### src/rtl/fir_filter_pkg.sv
// Shared types and elaboration-time sizing helpers for the fir_filter datapath.
// Holds the symmetry encoding and the default 37-tap symmetric coefficient set.
package fir_filter_pkg;

  typedef enum int {
    NON_SYM  = 0,
    SYM      = 1,
    ANTI_SYM = 2
  } symmetry_e;

  // Number of multiplier products after symmetric folding.
  function automatic int calc_num_products(int num_taps, int symmetry);
    if (symmetry == int'(SYM))      return (num_taps + 1) / 2;
    if (symmetry == int'(ANTI_SYM)) return num_taps / 2;
    return num_taps;
  endfunction

  function automatic int calc_tree_depth(int num_in);
    return (num_in <= 1) ? 0 : $clog2(num_in);
  endfunction

  function automatic int calc_full_width(int input_width, int coeff_width, int num_taps);
    return input_width + coeff_width + 1 + $clog2(num_taps);
  endfunction

  // Operand count entering adder-tree level (level+1); odd operands pass through.
  function automatic int calc_level_count(int num_in, int level);
    int n;
    n = num_in;
    for (int l = 0; l < level; l++) n = (n + 1) / 2;
    return n;
  endfunction

  function automatic bit is_level_registered(int level, int ratio);
    return (ratio != 0) && (level % ratio == 0);
  endfunction

  function automatic int calc_tree_regs(int depth, int ratio);
    return (ratio == 0) ? 0 : depth / ratio;
  endfunction

  function automatic int calc_latency(int symmetry, int pipe_mul, int depth,
                                      int ratio, int out_reg);
    return 1 + ((symmetry != int'(NON_SYM)) ? 1 : 0) + pipe_mul
             + calc_tree_regs(depth, ratio) + out_reg;
  endfunction

  localparam logic signed [7:0] DEFAULT_COEFFS [0:36] = '{
    8'sd8,   8'sd2,   -8'sd3,  -8'sd5,  -8'sd4,  8'sd0,   8'sd5,   8'sd8,
    8'sd7,   8'sd2,   -8'sd6,  -8'sd10, -8'sd8,  8'sd3,   8'sd20,  8'sd42,
    8'sd63,  8'sd70,  8'sd127, 8'sd70,  8'sd63,  8'sd42,  8'sd20,  8'sd3,
    -8'sd8,  -8'sd10, -8'sd6,  8'sd2,   8'sd7,   8'sd8,   8'sd5,   8'sd0,
    -8'sd4,  -8'sd5,  -8'sd3,  8'sd2,   8'sd8
  };

endpackage

### src/rtl/fir_filter_adder_tree.sv
// Parameterised NUM_IN-input signed binary adder tree; level l is registered
// when RATIO != 0 and l % RATIO == 0, odd operands pass straight through.
module fir_adder_tree
  import fir_filter_pkg::*;
#(
  parameter int NUM_IN = 19,
  parameter int WIDTH  = 31,
  parameter int RATIO  = 1
) (
  input  logic                    i_clk,
  input  logic                    i_rst,
  input  logic signed [WIDTH-1:0] i_data [0:NUM_IN-1],
  output logic signed [WIDTH-1:0] o_sum
);

  localparam int DEPTH = calc_tree_depth(NUM_IN);

  logic signed [WIDTH-1:0] w_sum [0:DEPTH][0:NUM_IN-1];
  logic signed [WIDTH-1:0] r_sum [0:DEPTH][0:NUM_IN-1];
  logic signed [WIDTH-1:0] w_root;

  always_comb begin
    logic signed [WIDTH-1:0] v_cur [0:NUM_IN-1];
    int                      v_n;
    // NOTE: every always_comb output gets a default first so no path can infer a latch.
    for (int l = 0; l <= DEPTH; l++)
      for (int j = 0; j < NUM_IN; j++) w_sum[l][j] = '0;
    v_cur = i_data;
    for (int l = 1; l <= DEPTH; l++) begin
      v_n = calc_level_count(NUM_IN, l - 1);
      for (int j = 0; j < v_n / 2; j++) w_sum[l][j] = v_cur[2*j] + v_cur[2*j+1];
      if (v_n % 2 == 1) w_sum[l][v_n/2] = v_cur[v_n-1];
      v_cur = is_level_registered(l, RATIO) ? r_sum[l] : w_sum[l];
    end
    w_root = v_cur[0];
  end

  // Unregistered levels keep constant-zero copies that synthesis removes.
  always_ff @(posedge i_clk) begin
    for (int l = 0; l <= DEPTH; l++) begin
      for (int j = 0; j < NUM_IN; j++) begin
        if (i_rst || !is_level_registered(l, RATIO) || l == 0) r_sum[l][j] <= '0;
        else                                                   r_sum[l][j] <= w_sum[l][j];
      end
    end
  end

  assign o_sum = w_root;

endmodule

### src/rtl/fir_filter.sv
// Fully parallel direct-form FIR with optional symmetric pre-add and configurable pipelining.
// Define FIR_PARAM_CHECK_EN to enable elaboration-time parameter/coefficient checks.
module fir_filter
  import fir_filter_pkg::*;
#(
  parameter int INPUT_WIDTH        = 16,
  parameter int COEFF_WIDTH        = 8,
  parameter int OUTPUT_WIDTH       = 26,
  parameter int SYMMETRY           = 1,
  parameter int NUM_TAPS           = 37,
  parameter logic signed [COEFF_WIDTH-1:0] COEFFS [0:NUM_TAPS-1] = DEFAULT_COEFFS,
  parameter int PIPELINE_MUL       = 1,
  parameter int PIPELINE_ADD_RATIO = 1,
  parameter int OUTPUT_REG         = 1
) (
  input  logic                           i_clk,
  input  logic                           i_rst,
  input  logic                           i_valid_in,
  input  logic signed [INPUT_WIDTH-1:0]  i_din,
  output logic                           o_valid_out,
  output logic signed [OUTPUT_WIDTH-1:0] o_dout
);

  localparam int M  = calc_num_products(NUM_TAPS, SYMMETRY);
  localparam int D  = calc_tree_depth(M);
  localparam int FW = calc_full_width(INPUT_WIDTH, COEFF_WIDTH, NUM_TAPS);
  localparam int PW = INPUT_WIDTH + 1;
  localparam int L  = calc_latency(SYMMETRY, PIPELINE_MUL, D, PIPELINE_ADD_RATIO, OUTPUT_REG);

  logic signed [INPUT_WIDTH-1:0] r_x [0:NUM_TAPS-1];

  // NOTE: the delay line is reset like any register so a reset discards in-flight samples.
  always_ff @(posedge i_clk) begin
    if (i_rst) begin
      for (int k = 0; k < NUM_TAPS; k++) r_x[k] <= '0;
    end else if (i_valid_in) begin
      // NOTE: non-blocking so each tap takes its neighbour's pre-edge value.
      r_x[0] <= i_din;
      for (int k = 1; k < NUM_TAPS; k++) r_x[k] <= r_x[k-1];
    end
  end

  logic signed [PW-1:0] w_pre [0:M-1];
  logic signed [PW-1:0] w_tap [0:M-1];

  always_comb begin
    for (int k = 0; k < M; k++) begin
      if (SYMMETRY == int'(NON_SYM) || k >= NUM_TAPS / 2)
        w_pre[k] = PW'(r_x[k]);  // also the odd-length symmetric centre tap
      else if (SYMMETRY == int'(SYM))
        w_pre[k] = PW'(r_x[k]) + PW'(r_x[NUM_TAPS-1-k]);
      else
        w_pre[k] = PW'(r_x[k]) - PW'(r_x[NUM_TAPS-1-k]);
    end
  end

  if (SYMMETRY != int'(NON_SYM)) begin : g_pre_reg
    logic signed [PW-1:0] r_pre [0:M-1];
    always_ff @(posedge i_clk) begin
      for (int k = 0; k < M; k++) r_pre[k] <= i_rst ? '0 : w_pre[k];
    end
    assign w_tap = r_pre;
  end else begin : g_pre_comb
    assign w_tap = w_pre;
  end

  logic signed [FW-1:0] w_prod [0:M-1];
  logic signed [FW-1:0] w_mul  [0:M-1];

  always_comb begin
    for (int k = 0; k < M; k++) w_prod[k] = FW'(w_tap[k]) * FW'(COEFFS[k]);
  end

  if (PIPELINE_MUL != 0) begin : g_mul_reg
    logic signed [FW-1:0] r_prod [0:M-1];
    always_ff @(posedge i_clk) begin
      for (int k = 0; k < M; k++) r_prod[k] <= i_rst ? '0 : w_prod[k];
    end
    assign w_mul = r_prod;
  end else begin : g_mul_comb
    assign w_mul = w_prod;
  end

  logic signed [FW-1:0] w_sum;

  fir_adder_tree #(
    .NUM_IN (M),
    .WIDTH  (FW),
    .RATIO  (PIPELINE_ADD_RATIO)
  ) u_tree (
    .i_clk  (i_clk),
    .i_rst  (i_rst),
    .i_data (w_mul),
    .o_sum  (w_sum)
  );

  if (OUTPUT_REG != 0) begin : g_out_reg
    logic signed [OUTPUT_WIDTH-1:0] r_dout;
    always_ff @(posedge i_clk) begin
      r_dout <= i_rst ? '0 : w_sum[OUTPUT_WIDTH-1:0];
    end
    assign o_dout = r_dout;
  end else begin : g_out_comb
    assign o_dout = w_sum[OUTPUT_WIDTH-1:0];
  end

  logic [L-1:0] r_vpipe;

  always_ff @(posedge i_clk) begin
    if (i_rst) begin
      r_vpipe <= '0;
    end else begin
      r_vpipe[0] <= i_valid_in;
      for (int k = 1; k < L; k++) r_vpipe[k] <= r_vpipe[k-1];
    end
  end

  assign o_valid_out = r_vpipe[L-1];

`ifdef FIR_PARAM_CHECK_EN
  function automatic bit coeffs_match_symmetry();
    for (int k = 0; k < NUM_TAPS / 2; k++) begin
      if (SYMMETRY == int'(SYM) && COEFFS[k] != COEFFS[NUM_TAPS-1-k]) return 1'b0;
      if (SYMMETRY == int'(ANTI_SYM) && COEFFS[k] != -COEFFS[NUM_TAPS-1-k]) return 1'b0;
    end
    if (SYMMETRY == int'(ANTI_SYM) && NUM_TAPS % 2 == 1 && COEFFS[NUM_TAPS/2] != '0)
      return 1'b0;
    return 1'b1;
  endfunction

  function automatic longint coeff_abs_sum();
    longint s;
    s = 0;
    for (int k = 0; k < NUM_TAPS; k++)
      s += (COEFFS[k] < 0) ? -longint'(COEFFS[k]) : longint'(COEFFS[k]);
    return s;
  endfunction

  if (SYMMETRY < 0 || SYMMETRY > 2) begin : g_chk_sym
    $error("fir_filter: SYMMETRY must be 0, 1 or 2");
  end
  if (NUM_TAPS < 2) begin : g_chk_taps
    $error("fir_filter: NUM_TAPS must be at least 2");
  end
  if (!coeffs_match_symmetry()) begin : g_chk_coeffs
    $error("fir_filter: COEFFS do not match SYMMETRY");
  end
  if (coeff_abs_sum() * (longint'(1) << (INPUT_WIDTH - 1)) >
      (longint'(1) << (OUTPUT_WIDTH - 1)) - 1) begin : g_chk_range
    $error("fir_filter: worst-case output does not fit OUTPUT_WIDTH");
  end
`endif

endmodule

### config.mk
export PLATFORM = sky130hd
export DESIGN_NAME = fir_filter
export DESIGN_NICKNAME = d
export VERILOG_FILES = /design/src/rtl/fir_filter_pkg.sv /design/src/rtl/fir_filter_adder_tree.sv /design/src/rtl/fir_filter.sv
export SDC_FILE = /design/constraint.sdc
export NUM_CORES = 2
export LEC_CHECK = 0
export CAP_MARGIN = 10
export CORE_AREA = 2 2 456 458
export DETAILED_ROUTE_END_ITERATION = 6
export DIE_AREA = 0 0 458 460
export MAX_ROUTING_LAYER = met4
export SLEW_MARGIN = 20
export SYNTH_ARGS = -nofsm -noshare
export SYNTH_HDL_FRONTEND = slang
export SYNTH_MEMORY_MAX_BITS = 65536
export SYNTH_SLANG_ARGS = --single-unit
### constraint.sdc
create_clock -name i_clk -period 15.9 [get_ports i_clk]
set_clock_uncertainty 0.15 [all_clocks]
set_input_delay 3.18 -clock i_clk [delete_from_list [all_inputs] [get_ports i_clk]]
set_output_delay 3.18 -clock i_clk [all_outputs]
set_load 0.005 [all_outputs]
======== Word-level counts from Yosys, hierarchy flattened ========
Memory sizes are Yosys's and may differ from the RTL's. A register that Yosys moved wholly into a read port is not among the register bits.
Cells that the tools add are included.
storage, ports and cells
  register bits ........................... 805
  input port bits ......................... 19
  memories ................................ 2
  RAM bits ................................ 2,452
cells by class
  bitwise gates (word level) .............. 87
  $mul .................................... 12
  add/sub/neg operators ................... 36
  muxes and demuxes ....................... 93
memory list
  name          depth  bits a word  read ports  clocked after memory_dff  wr ports  RTL line                     source
  u_tree.r_sum  6      310          5           1                         6         fir_filter_adder_tree.sv:19  logic signed [WIDTH-1:0] r_sum [0:DEPTH][0:NUM_IN-1];
  r_x           37     16           37          0                         37        fir_filter.sv:30             logic signed [INPUT_WIDTH-1:0] r_x [0:NUM_TAPS-1];
operators by type and width
  cell                                                 number
  two-way mux 31 bit                                   50
  two-way mux 16 bit                                   37
  adder 31 bit                                         14
  adder 16 x 16 -> 17 bit                              17
  multiplier 17 x 4 -> 21 bit (second input constant)  5
  bitwise OR 1 bit                                     87
  multiplier 17 x 3 -> 20 bit (second input constant)  3
  multiplier 17 x 7 -> 24 bit (second input constant)  2
  adder 31 x 18 -> 31 bit                              1
  adder 31 x 20 -> 31 bit                              1
  negation 17 -> 29 bit                                1
  negation 17 -> 28 bit                                1
  multiplier 16 x 8 -> 24 bit (second input constant)  1
  multiplier 17 x 6 -> 23 bit (second input constant)  1
  adder 20 x 18 -> 21 bit                              1
  two-way mux 1 bit                                    6

======== Depth between registers and ports, before layout ========
  depth in word-level cells ............... 4
  depth in mapped cells ................... 19
  gate-level depth less buffers ........... 19

======== Hierarchy ========
Synthesis repeated with hierarchy kept, for this count alone.
second synthesis, totals
  cells, all modules ...................... 11,983
  area total of the unflattened synthesis .. 115,665.9 µm²
by module, submodules not included
  module          cells each  area an instance (µm²)  instances
  fir_filter      6,749       71,573.6                1
  fir_adder_tree  5,234       44,092.3                1

======== Least setup slack after synthesis ========
OpenSTA, ideal clock, no wires.
  path kind ............................... input -> register
  start point ............................. input port i_rst
  end point ............................... memory r_x[0][0] (enable)
  cell stages on the path ................. 5
  arrival ................................. 11.349 ns
  path slack .............................. 3.686 ns
  library setup time ...................... 0.715 ns
  path through ............................ clkbuf_1 -> clkbuf_1 -> clkbuf_1 -> clkbuf_1 -> or2_2
RTL lines
  item         RTL line          source
  from (decl)  fir_filter.sv:17  input logic i_rst,
  to (decl)    fir_filter.sv:30

======== Worst setup path after layout ========
  start point ............................. input port i_rst
  end point ............................... register g_mul_reg.r_prod[223] in the netlist's numbering
RTL lines
  item       RTL line          source
  to (decl)  fir_filter.sv:75  logic signed [FW-1:0] r_prod [0:M-1];
No word-level cell between the ends.

==> flow_summary_export.csv <==
group,metric,value,unit
run_status,status,"finished, final reports clean",
finish,postLayoutCoreUtil,54.7,%
clock_tree,clock_latency,850,ps
sta,fin_crit_sh,42.2,%
yosys,ys_dominant_reg_cell,"dfxtp_1",
route,vias,69600,
sta,fin_setup_tns,0,ps
clock_tree,cts_buffer_depth,3,
route,first_pass_iters,5,
flow_run,maxCapViolCount,0,
clock_tree,cts_buffers,205,
route,viasPerCell,5.27,
sta,worst_pin_slew,1320,ps
place,port-buffer-count,45,
min_path,hold_depth,1,
yosys,post_synth.cell_area_avg,9.95,µm²
min_path,min_from,"g_pre_reg.r_pre[308]$_SDFF_PP0_",
floorplanning,dieArea,211000,µm²
route,drt-total-wl,233,mm
clock_tree,clk_pin_slew,60,ps
setup_path,critPathLaunchType,"input pin",
grt,gr-total-overflow,0,
clock_tree,postCtsSetupRepairBufs,0,
place,gp_congestion,0.883,
yosys,async_flop_share,0,%
floorplanning,rows,167,
yosys,synth_area_leaders,"dfxtp_1 (24%), edfxtp_1 (17%), ha_1 (15%)",
sta,post-route-min-period,6710,ps
yosys,synthTopCellsByCount,"dfxtp_1 (1,249), ha_1 (1,192), nor2_1 (1,144)",
setup_path,reg2reg_from,"g_pre_reg.r_pre[4]$_SDFF_PP0_",
yosys,synth_seq_cells,1841,
place,dp_hpwl,178,mm
sta,rsz0062_at_grt,"no",
yosys,seq_area_frac_synth,41.8,%
floorplanning,die_height,460,µm
grt,grt_start_max_net_pins,217,
finish,nets,11800,
floorplanning,core_area,206000,µm²
yosys,ys_types,83,
clock_tree,htree_levels,4,
yosys,synth_top_area_share,24.5,%
power_and_ir_drop,ir_drop,0.000119,V
clock_tree,cts_tree,"built",
clock_tree,cts_root_buf,"clkbuf_16",
setup_path,rr_endpoint,"g_mul_reg.r_prod[22]$_SDFF_PP0_",
power_and_ir_drop,leakage,51.5,nW
yosys,synth_top_area_cell,"dfxtp_1",
setup_path,worst-setup-path-type,"input pin to flip-flop",
finish,drive_gt1_share,4.14,%
yosys,synth-edff-count,592,
setup_path,worstSetupEndpointType,"flip-flop",
route,drc,0,
power_and_ir_drop,p_total,15.5,mW
setup_path,regToRegSetupSlack,10520,ps
finish,num-fill-cells,18400,
yosys,yosys_warnings,0,
clock_tree,cts_resized,0,
grt,track_usage,22.6,%
setup_path,cp_max_fo,102,
sta,setup-violations-final,0,
grt,grt_pass1_vias,68900,
sta,max_slew_margin,12.0,%
grt,antenna_found_initial,5,
route,ant_nets,0,
setup_path,crit_start,"i_rst",
min_path,hold_path_class,"flip-flop to flip-flop",
sta,max_freq,149,MHz
sta,hold_slack,276,ps
floorplanning,die_x,458,µm
clock_tree,clkSinkCount,1841,
finish,area_growth,10.1,%
grt,grt_pass1_wl,371,mm
sta,slew_viol_final,0,
min_path,hold_path_end,"g_mul_reg.r_prod[563]$_SDFF_PP0_",
route,drtIter0Drc,3631,
yosys,syn_inst,10300,
yosys,yosysMostFrequentCell,"dfxtp_1",
route,wl_per_cell,17.7,µm
floorplanning,pin_count,46,
setup_path,arrival,7230,ps
sta,final-hold-violation-count,0,
setup_path,crit_required,16420,ps
yosys,syn_nets,11700,
yosys,synth_area,102000,µm²
power_and_ir_drop,p_per_area,137,nW/µm²
clock_tree,holdBufCountCts,0,
floorplanning,initial_core_util,49.6,%
setup_path,r2r_cells,18,
-- kinds of logic after synthesis --
| kind of cell | after synthesis | share of synthesized area (%) |
|---|---|---|
| xor+xnor | 727 | 6.23 |
| buf+inv | 1098 | 4.03 |
| mux | 24 | 0.256 |
| fa+ha+maj | 1444 | 19.5 |
| simple gates | 3357 | 16.5 |
| flops | 1841 | 41.8 |
| compound gates | 1785 | 11.7 |
-- where the power goes --
part / switching (mW) / total (mW) / internal, mW / leakage [nW]
combinational: 2.63 / 4.56 / 1.93 / 31.2
sequential: 0.422 / 5.98 / 5.56 / 16.9
clock: 2.01 / 4.93 / 2.92 / 3.48
total: 5.06 / 15.5 / 10.4 / 51.5
-- worst max-delay path, stage by stage --
cell,delay [ps]
buf_8,400
buf_4,760
buf_4,680
buf_4,750
buf_4,910
nor3_1,160
-- per-stage QoR --
stage          area [µm²]  instances  worst slack [ps]
2_1_floorplan      102000      10300              3690
3_3_place_gp       105000      12800              8470
3_5_place_dp       105000      12800              8390
4_1_cts            113000      13200              9300
5_1_grt            113000      13200              8870
6_report           113000      13200              9190
-- final cells by class --
cell class              instances  area (µm²)  area share (%)
multi-input cells            7337       55300            49.2
flip-flops and latches       1841       42800            38.0
clock buffers                 295        5970            5.30
well taps                    2704        3380            3.00
inverters                     863        3240            2.88
clock inverters                89        1180            1.05
repair buffers                 70         697           0.619
diodes                          6        15.0          0.0133
-- placed cells by master (no fill, tap or decap), types with 22 or more instances in the layout --
cell,instances
a31oi_1,75
a41o_1,24
inv_1,862
o41a_1,22
and3_1,59
or2_2,38
a21o_1,286
o31ai_1,24
a21oi_1,475
or3_1,32
o211ai_1,44
clkbuf_16,215
a2111oi_0,53
clkbuf_1,49
a211oi_1,111
and2_1,581
o21a_1,121
dfxtp_1,1249
nor3_1,354
xor2_1,383
fa_1,250
nand3_1,144
xnor2_1,344
a211o_1,35
nor2_1,1144
nand4_1,40
edfxtp_1,592
nand2_1,304
nand2b_1,110
nor2b_1,478
o21bai_1,71
clkbuf_8,28
ha_1,1192
o21ai_0,279
clkdlybuf4s50_1,44
-- per-layer routing --
| layer | routed length [µm] | GRT usage (%) |
|---|---|---|
| met4 | 6000 | 6.00 |
| met3 | 7830 | 3.04 |
| met5 | 0 | - |
| met2 | 106000 | 35.6 |
| met1 | 114000 | 30.6 |
-- how the worst max path moves through the flow --
stage	endpoint	slack, ps	cells past startpoint
global route	g_mul_reg.r_prod[264]$_SDFF_PP0_	8870	6
global placement	g_mul_reg.r_prod[223]$_SDFF_PP0_	8470	6
floorplan	r_x[0][0]$_SDFFCE_PN0P_	3690	5
CTS	g_mul_reg.r_prod[264]$_SDFF_PP0_	9300	6
finish	g_mul_reg.r_prod[223]$_SDFF_PP0_	9190	6
detailed placement	g_mul_reg.r_prod[264]$_SDFF_PP0_	8390	6
-- registers in the layout, summed over array words and instances, names as in the netlist --
name              cells
r_x                 592
u_tree.r_sum        534
g_mul_reg.r_prod    375
g_pre_reg.r_pre     305
o_dout               26
r_vpipe               9
Power figures use the tool's default switching activity.
